<file path="src/rtl/serial_capture_buffer_pkg.sv">
// serial_capture_pkg: shared FSM state encoding and bit-count sizing for the capture buffer
package serial_capture_pkg;
  typedef enum logic [1:0] {IDLE, ARMED, CAPTURE, DONE} state_t;
  localparam int STATE_W = 2;
  function automatic int bc_width(input int width, input int depth);
    return $clog2(width * depth) + 1;
  endfunction
endpackage

</file>
<file path="src/rtl/serial_capture_buffer_if.sv">
// serial_capture_buffer_if: control, serial input, status and readback bundle of the capture buffer
interface serial_capture_buffer_if #(parameter int WIDTH = 8, parameter int DEPTH = 8);
  import serial_capture_pkg::*;
  localparam int AW = $clog2(DEPTH);
  localparam int BCW = bc_width(WIDTH, DEPTH);
  logic ena;
  logic sin;
  logic sin_valid;
  logic arm;
  logic abort;
  logic [WIDTH-1:0] trig_pattern;
  logic [AW-1:0] rd_addr;
  logic [WIDTH-1:0] rd_data;
  logic busy;
  logic done;
  logic [BCW-1:0] bit_count;
  modport master (output ena, sin, sin_valid, arm, abort, trig_pattern, rd_addr,
                  input rd_data, busy, done, bit_count);
  modport slave (input ena, sin, sin_valid, arm, abort, trig_pattern, rd_addr,
                 output rd_data, busy, done, bit_count);
endinterface

</file>
<file path="src/rtl/serial_capture_trigger.sv">
// serial_capture_trigger: serial history shifter that flags a start-pattern match once a full word has arrived
module serial_capture_trigger #(parameter int WIDTH = 8) (
  input  logic             clk,
  input  logic             rst_n,
  input  logic             clear,
  input  logic             shift,
  input  logic             sin,
  input  logic [WIDTH-1:0] pattern,
  output logic             match
);
  localparam int CW = $clog2(WIDTH);
  logic [WIDTH-2:0] hist;
  logic [WIDTH-1:0] hist_nxt;
  logic [CW-1:0] cnt;
  logic full;
  // the incoming bit completes the WIDTH-bit window, so the oldest stored bit never needs keeping
  assign hist_nxt = {hist, sin};
  assign full = cnt == CW'(WIDTH - 1);
  assign match = full && hist_nxt == pattern;
  // shift history (newest in LSB) and count received bits up to WIDTH-1, restart on arm
  always_ff @(posedge clk or negedge rst_n)
    if (!rst_n) begin
      hist <= '0;
      cnt <= '0;
    end else if (clear) begin
      hist <= '0;
      cnt <= '0;
    end else if (shift) begin
      hist <= hist_nxt[WIDTH-2:0];
      cnt <= full ? cnt : cnt + CW'(1);
    end
endmodule

</file>
<file path="src/rtl/serial_capture_buffer.sv">
// serial_capture_buffer: serial-to-parallel capture into DEPTH x WIDTH storage; SERIAL_CAPTURE_TRIGGER_EN adds start-pattern arming
module serial_capture_buffer
  import serial_capture_pkg::*;
#(
  parameter int WIDTH = 8,
  parameter int DEPTH = 8
) (
  input logic clk,
  input logic rst_n,
  serial_capture_buffer_if.slave bus
);
  localparam int AW = $clog2(DEPTH);
  localparam int BW = $clog2(WIDTH);
  localparam int BCW = bc_width(WIDTH, DEPTH);
  localparam int TOTAL = WIDTH * DEPTH;
  state_t state;
  logic [WIDTH-1:0] mem [DEPTH];
  logic idle_or_done, go, cap_we, last, match;
  logic [AW-1:0] wr_word;
  logic [BW-1:0] wr_bit;
  assign idle_or_done = state == IDLE || state == DONE;
  assign go = bus.ena && !bus.abort && bus.arm && idle_or_done;
  assign cap_we = bus.ena && !bus.abort && state == CAPTURE && bus.sin_valid;
  assign last = bus.bit_count == BCW'(TOTAL - 1);
  assign wr_word = AW'(bus.bit_count / BCW'(WIDTH));
  assign wr_bit = BW'(bus.bit_count % BCW'(WIDTH));
`ifdef SERIAL_CAPTURE_TRIGGER_EN
  localparam state_t START = ARMED;
  serial_capture_trigger #(.WIDTH(WIDTH)) u_trig (
    .clk(clk),
    .rst_n(rst_n),
    .clear(go),
    .shift(bus.ena && !bus.abort && state == ARMED && bus.sin_valid),
    .sin(bus.sin),
    .pattern(bus.trig_pattern),
    .match(match)
  );
`else
  localparam state_t START = CAPTURE;
  logic unused_pattern;
  assign unused_pattern = ^bus.trig_pattern;
  assign match = 1'b0;
`endif
  // capture FSM with registered busy/done; abort outranks arm, ena low holds everything
  always_ff @(posedge clk or negedge rst_n)
    if (!rst_n) begin
      state <= IDLE;
      bus.bit_count <= '0;
      bus.busy <= 1'b0;
      bus.done <= 1'b0;
    end else if (bus.ena) begin
      if (bus.abort) begin
        state <= IDLE;
        bus.busy <= 1'b0;
        bus.done <= 1'b0;
      end else if (go) begin
        state <= START;
        bus.bit_count <= '0;
        bus.busy <= 1'b1;
        bus.done <= 1'b0;
      end else if (state == ARMED && bus.sin_valid && match) begin
        state <= CAPTURE;
      end else if (cap_we) begin
        bus.bit_count <= bus.bit_count + BCW'(1);
        state <= last ? DONE : CAPTURE;
        bus.busy <= !last;
        bus.done <= last;
      end
    end
  // storage: one bit per captured cycle, first bit lands in word 0 bit 0
  always_ff @(posedge clk or negedge rst_n)
    if (!rst_n) begin
      for (int i = 0; i < DEPTH; i++) mem[i] <= '0;
    end else if (cap_we) begin
      mem[wr_word][wr_bit] <= bus.sin;
    end
  // registered readback, served regardless of ena or FSM state
  always_ff @(posedge clk or negedge rst_n)
    if (!rst_n) bus.rd_data <= '0;
    else bus.rd_data <= mem[bus.rd_addr];
endmodule

</file>
<file path="src/flat_wrapper.sv">
// flat-port wrapper written by rule: the top's interface ports become plain ports
module serial_capture_buffer_flat import serial_capture_pkg::*;
#(
  parameter int WIDTH = 8,
  parameter int DEPTH = 8
)
  (clk, rst_n, bus_ena, bus_sin, bus_sin_valid, bus_arm, bus_abort, bus_trig_pattern, bus_rd_addr, bus_rd_data, bus_busy, bus_done, bus_bit_count);
  serial_capture_buffer_if #(.WIDTH(WIDTH), .DEPTH(DEPTH)) bus_i ();
  input logic clk;
  input logic rst_n;
  input wire logic [$bits(bus_i.ena)-1:0] bus_ena;
  input wire logic [$bits(bus_i.sin)-1:0] bus_sin;
  input wire logic [$bits(bus_i.sin_valid)-1:0] bus_sin_valid;
  input wire logic [$bits(bus_i.arm)-1:0] bus_arm;
  input wire logic [$bits(bus_i.abort)-1:0] bus_abort;
  input wire logic [$bits(bus_i.trig_pattern)-1:0] bus_trig_pattern;
  input wire logic [$bits(bus_i.rd_addr)-1:0] bus_rd_addr;
  output wire logic [$bits(bus_i.rd_data)-1:0] bus_rd_data;
  output wire logic [$bits(bus_i.busy)-1:0] bus_busy;
  output wire logic [$bits(bus_i.done)-1:0] bus_done;
  output wire logic [$bits(bus_i.bit_count)-1:0] bus_bit_count;
  assign bus_i.ena = bus_ena;
  assign bus_i.sin = bus_sin;
  assign bus_i.sin_valid = bus_sin_valid;
  assign bus_i.arm = bus_arm;
  assign bus_i.abort = bus_abort;
  assign bus_i.trig_pattern = bus_trig_pattern;
  assign bus_i.rd_addr = bus_rd_addr;
  assign bus_rd_data = bus_i.rd_data;
  assign bus_busy = bus_i.busy;
  assign bus_done = bus_i.done;
  assign bus_bit_count = bus_i.bit_count;
  serial_capture_buffer #(.WIDTH(WIDTH), .DEPTH(DEPTH)) u_core (.clk(clk), .rst_n(rst_n), .bus(bus_i));
endmodule
</file>
<file path="config.mk">
export PLATFORM = sky130hd
export DESIGN_NAME = serial_capture_buffer_flat
export DESIGN_NICKNAME = d
export VERILOG_FILES = /design/src/rtl/serial_capture_buffer_pkg.sv /design/src/rtl/serial_capture_buffer_if.sv /design/src/rtl/serial_capture_trigger.sv /design/src/rtl/serial_capture_buffer.sv /design/src/flat_wrapper.sv
export SDC_FILE = /design/constraint.sdc
export NUM_CORES = 1
export LEC_CHECK = 0
export ABC_AREA = 1
export BUFFER_PORTS_ARGS = -buffer_cell sky130_fd_sc_hd__buf_2
export CAP_MARGIN = 10
export CELL_PAD_IN_SITES_DETAIL_PLACEMENT = 1
export CELL_PAD_IN_SITES_GLOBAL_PLACEMENT = 2
export CORE_MARGIN = 2
export CORE_UTILIZATION = 25
export DETAILED_ROUTE_END_ITERATION = 12
export HOLD_SLACK_MARGIN = 0.02
export PLACE_DENSITY_LB_ADDON = 0.1
export SLEW_MARGIN = 25
export SYNTH_ARGS = -nofsm -noshare
export SYNTH_HDL_FRONTEND = slang
export SYNTH_SLANG_ARGS = --single-unit
</file>
<file path="constraint.sdc">
create_clock -name clk -period 4.3 [get_ports clk]
set_clock_uncertainty 0.1 [all_clocks]
set_input_delay 0.43 -clock clk [delete_from_list [all_inputs] [get_ports clk]]
set_output_delay 0.43 -clock clk [all_outputs]
set_load 0.05 [all_outputs]
</file>
# Word-level counts from Yosys, hierarchy flattened
# Cells that the tools add are included.
dict set report word_totals {
  regBits 83
  out_inout_bits 17
  wordCells 60
  inputBits 18
}
dict set report op_classes {
  order_cmp 5
  bitwise 3
  mux 20
  n_addsub 1
  n_eq_ne 3
  n_reduce_logical 15
}
# op n
set op_table {}
lappend op_table {{$bwmux W64} 1}
lappend op_table {{$bmux W8 S3} 1}
lappend op_table {{$demux W8 S3} 1}
lappend op_table {{$mux W8} 3}
lappend op_table {{$mux W7} 2}
lappend op_table {{$ge A4 B4 Y1 const B} 2}
lappend op_table {{$mux W1} 8}
lappend op_table {{$not A3 Y4} 2}
lappend op_table {{$add A7 B1 Y7 const B} 1}
lappend op_table {{$eq A7 B6 Y1 const B} 1}
lappend op_table {{$logic_and A1 B1 Y1} 7}
lappend op_table {{$mux W2} 3}
lappend op_table {{$eq A2 B2 Y1 const B} 2}
lappend op_table {{$lt A3 B4 Y1 const B} 1}
lappend op_table {{$lt A4 B1 Y1 const B} 1}
lappend op_table {{$demux W1 S3} 1}
lappend op_table {{$ge A3 B1 Y1 const B} 1}
lappend op_table {{$reduce_and A3 Y1} 1}
lappend op_table {{$reduce_bool A3 Y1} 1}
lappend op_table {{$logic_not A1 Y1} 2}
lappend op_table {{$logic_not A2 Y1} 1}
lappend op_table {{$reduce_and A2 Y1} 1}
lappend op_table {{$reduce_bool A2 Y1} 1}
lappend op_table {{$logic_or A1 B1 Y1} 1}
lappend op_table {{$not A1 Y1} 1}

# Logic depth before layout (Yosys ltp)
dict set report logic_depth {
  depth_word 7
  ltp_mapped 9
  depth_no_buf 8
}

# Least setup slack after synthesis
# OpenSTA, ideal clock, no wires.
dict set report synth_timing {
  path_kind {reg-to-reg}
  from {register u_core.state[0]}
  to {register u_core.state[0]}
  arrival_time_ps 1583
  n_path_buf 2
  setup_ps 128
  period_less_slack_ps 1811
  t_required_ps 4072
  path_slack_ps 2489
  path_stages_with_launch 9
  cell_sequence {dfrtp_1 -> inv_1 -> ha_1 -> nand2_1 -> nor2_1 -> buf_4 -> buf_4 -> nand4_1 -> o21ai_0}
}
dict set report synth_between {
  elab_chain_cells 5
  elab_cells_between_ends 11
  cone_classes {eq/ne: 2; mux: 2; reduce/logical: 7}
}
# element line_no
set synth_lines {}
lappend synth_lines {{from (decl)} serial_capture_buffer.sv:16} ;# state_t state;
lappend synth_lines {{from (signal assigned)} serial_capture_buffer.sv:65} ;# state <= last ? DONE : CAPTURE;
lappend synth_lines {{$eq A2 B2 Y1, or another cell as far along} serial_capture_buffer.sv:23} ;# assign cap_we = bus.ena && !bus.abort && state == CAPTURE && bus.sin_valid;
lappend synth_lines {{$logic_and A1 B1 Y1 or $logic_or A1 B1 Y1 (tied branches)} {serial_capture_buffer.sv:23, serial_capture_buffer.sv:21}}
lappend synth_lines {{$logic_and A1 B1 Y1, on equally long branches} {serial_capture_buffer.sv:23, serial_capture_buffer.sv:22}}
lappend synth_lines {{$reduce_bool A3 Y1 (no source line) or $mux W2 (tied branches)} --}
lappend synth_lines {{$reduce_and A2 Y1 (no source line) or $mux W2 (tied branches)} --}
# Parallel ways exist; a longest one is shown, timed or not.
# A chain may end at the register's enable or synchronous reset.

# Final worst setup path
dict set report layout_timing {
  from {register u_core.state[0]}
  to {register u_core.mem[57] in the netlist's numbering}
}
dict set report layout_between {
  elab_chain_cells 3
}
# element line_no
set layout_lines {}
lappend layout_lines {{$eq A2 B2 Y1} serial_capture_buffer.sv:23}
lappend layout_lines {{$logic_and A1 B1 Y1 (2 in series)} serial_capture_buffer.sv:23}
lappend layout_lines {{to (signal, indexed assignment)} serial_capture_buffer.sv:75} ;# mem[wr_word][wr_bit] <= bus.sin;
lappend layout_lines {{to (decl)} serial_capture_buffer.sv:17} ;# logic [WIDTH-1:0] mem [DEPTH];
# Every way passes these cells.

==> flow_metrics.env <==
export IMPL_finalHoldViolCount=0
export IMPL_drt_initial_drc_count=146
export IMPL_rsz0062_at_grt="false"
export IMPL_placedCellCount=755
export IMPL_gr_total_overflow=0
export IMPL_syn_inst=535
export IMPL_crit_fanout=42
export IMPL_dp_hpwl_mm=8.436
export IMPL_ys_seq_elements=82
export IMPL_num_fill_cells=1998
export IMPL_post_cts_buffers=0
export IMPL_clk_pin_slew_ns=0.06
export IMPL_status="finished, final reports clean"
export IMPL_grt_max_degree=59
export IMPL_h_tree_depth=3
export IMPL_cts_buffer_depth=2
export IMPL_synth_warnings=0
export IMPL_clk_latency_ns=0.34
export IMPL_ys_flop_type="dfrtp_1"
export IMPL_wl_per_cell_um=18.08
export IMPL_ant_nets=0
export IMPL_tns_ns=0
export IMPL_synthToLayoutAreaGrowth_pct=12.50
export IMPL_viasPerCell=4.779
export IMPL_drive_above_1_share=0.1241
export IMPL_layout_setup_ws_ns=1.930
export IMPL_arrival_ns=2.47
export IMPL_final_nets=566
export IMPL_final_max_slew_viol_count=0
export IMPL_leakagePower_nw=2.117
export IMPL_final_seq_area_um2=2052
export IMPL_vias=3670
export IMPL_synth_top_area_share=0.4881
export IMPL_clock_sinks=82
export IMPL_pin_count=35
export IMPL_die_w_um=133.7
export IMPL_cts_tree="built"
export IMPL_fin_crit_ns=2.370
export IMPL_ir_drop_v=0.0001993
export IMPL_root_buffer="clkbuf_16"
export IMPL_grt_pass1_vias=3851
export IMPL_fin_crit_sh=0.5512
export IMPL_synth_area_um2=4204
export IMPL_start_kind="register"
export IMPL_relSlewSlack=0.3847
export IMPL_ctsHoldBuffers=0
export IMPL_fmax_mhz=421.9
export IMPL_setup_viol=0
export IMPL_core_area_um2=16520
export IMPL_stdcell_count=768
export IMPL_cp_data_required_time_ns=4.40
export IMPL_num_antenna_cells=0
export IMPL_antenna_found_initial=0
export IMPL_synth_common_cells="nand2_1, dfrtp_1, nor2_1"
export IMPL_numPortBuffers=26
export IMPL_tightestPinTransition_ns=0.9207
export IMPL_grtUsageTotal=0.1671
export IMPL_synth_edf_count=0
export IMPL_async_flop_share=1.000
export IMPL_yosysMostFrequentCell="nand2_1"
export IMPL_multiInputGateArea_um2=1898
export IMPL_worstHoldPathType="in -> async"
export IMPL_p_per_area_nw_per_um2=421.3
export IMPL_critPathKind="reg -> reg"
export IMPL_synth_top_cell_by_area="dfrtp_1"
export IMPL_start_util=0.2544
export IMPL_place_ws_ns=1.826
export IMPL_core_rowCount=47
export IMPL_die_area_um2=17870
export IMPL_syn_avg_cell_area_um2=7.858
export IMPL_critPathCaptureType="register"
export IMPL_maxCapViolations=0
export IMPL_cts_buffers_inserted=9
export IMPL_wl_mm=13.88
export IMPL_syn_nets=555
export IMPL_synth_distinct_cells=27
export IMPL_grt_pass1_wl_mm=22.58
export IMPL_drcViolationCount=0
export IMPL_cts_resized=0
export IMPL_yosysSeqAreaShare=0.4881
export IMPL_die_h_um=133.7
export IMPL_gp_congestion=0.6923
export IMPL_drt_first_pass_iters=4
export IMPL_netlist_top_cells_area="dfrtp_1, nand2_1, nand3_1"
critical path, stage by stage (launching register included):
cell     delay (ns)
dfrtp_1        0.38
inv_1          0.08
ha_1           0.17
nand2_1        0.13
nor2_4         0.75
buf_12         0.31
nand3_1        0.12
nand2_1        0.09
o21ai_0        0.07
sequential cells by signal, indices dropped and copies added, names as in the netlist:
register              count
u_core.bus.bit_count      7
u_core.bus.busy           1
u_core.mem               64
u_core.state              2
u_core.bus.rd_data        8
cells in the final DEF (no fill, tap or decap):
cell       instances
nand2_2            2
o21ai_1           49
a21oi_1            3
buf_12             1
nor3_1             1
nor3_4             3
o21bai_1           1
nand4_1           11
a21oi_2            1
inv_1             12
a31oi_1            1
clkbuf_1           2
nand2_4            1
nor2_1            67
nand2_1          136
clkbuf_8           2
nand3_1           66
nor2_2            10
dfrtp_1           82
o21ai_0           45
clkinv_2           1
ha_1               2
nor2_4             5
buf_4              4
clkinv_1           1
clkbuf_16          9
o211ai_1           1
buf_2             25
inv_2              4
routing by layer:
| layer | routed length [um] | vias up | track usage |
|---|---|---|---|
| met5 | 0 | - | 0 |
| met4 | 184 | 0 | 0.05142 |
| met3 | 456 | 13 | 0.03196 |
| met2 | 6360 | 47 | 0.2649 |
| met1 | 6882 | 1815 | 0.2309 |
| li1 | - | 1795 | - |
where the power goes:
group | internal [W] | switching (W)
sequential | 0.000816 | 0.0000483
clock | 0.000414 | 0.000303
combinational | 0.0000855 | 0.000326
total | 0.00132 | 0.000677
path summary, 6_finish.rpt:
kind	startpoint	cells past startpoint	slack (ns)	endpoint
setup / recovery	u_core.state[0]	8	1.93	u_core.mem[57]
hold / removal	rst_n	1	0.07	u_core.mem[43]
setup reg to reg	u_core.state[0]	8	1.93	u_core.mem[57]
hold reg to reg	u_core.mem[22]	2	0.37	u_core.mem[22]
max in group asynchronous	rst_n	2	3.16	u_core.bus.rd_data[7]
min in group clk	bus_sin	3	0.35	u_core.mem[7]
stage by stage:
stage | power, W | hold WS [ns] | utilization | area, um2
6_report | 0.001992 | 0.07446 | 0.2862 | 4730
5_1_grt | 0.002112 | 0.1417 | 0.2862 | 4730
3_3_place_gp | 0.001296 | 0.3478 | 0.2705 | 4469
4_1_cts | 0.002035 | 0.1181 | 0.2862 | 4730
2_1_floorplan | 0.001152 | 0.03441 | - | 4204
3_5_place_dp | 0.001299 | 0.3617 | 0.2705 | 4469
final cells by class:
cell class                      count  area share
Multi-Input combinational cell    405      0.4013
Inverter                           18     0.01455
Tap cell                          220     0.05820
Sequential cell                    82      0.4339
Timing Repair Buffer               30     0.03704
Clock buffer                       13     0.05503
logic make-up (layout without fill, tap and decap cells):
family | count (synthesis) | count (layout) | synth area share
adders and majority gates | 2 | 2 | 0.005951
AOI/OAI and AO/OA | 101 | 101 | 0.1226
buffers and inverters | 48 | 61 | 0.06220
and+or+nand+nor | 302 | 302 | 0.3211
DFF | 82 | 82 | 0.4881
Note: power is estimated with default switching activity, not from simulation.
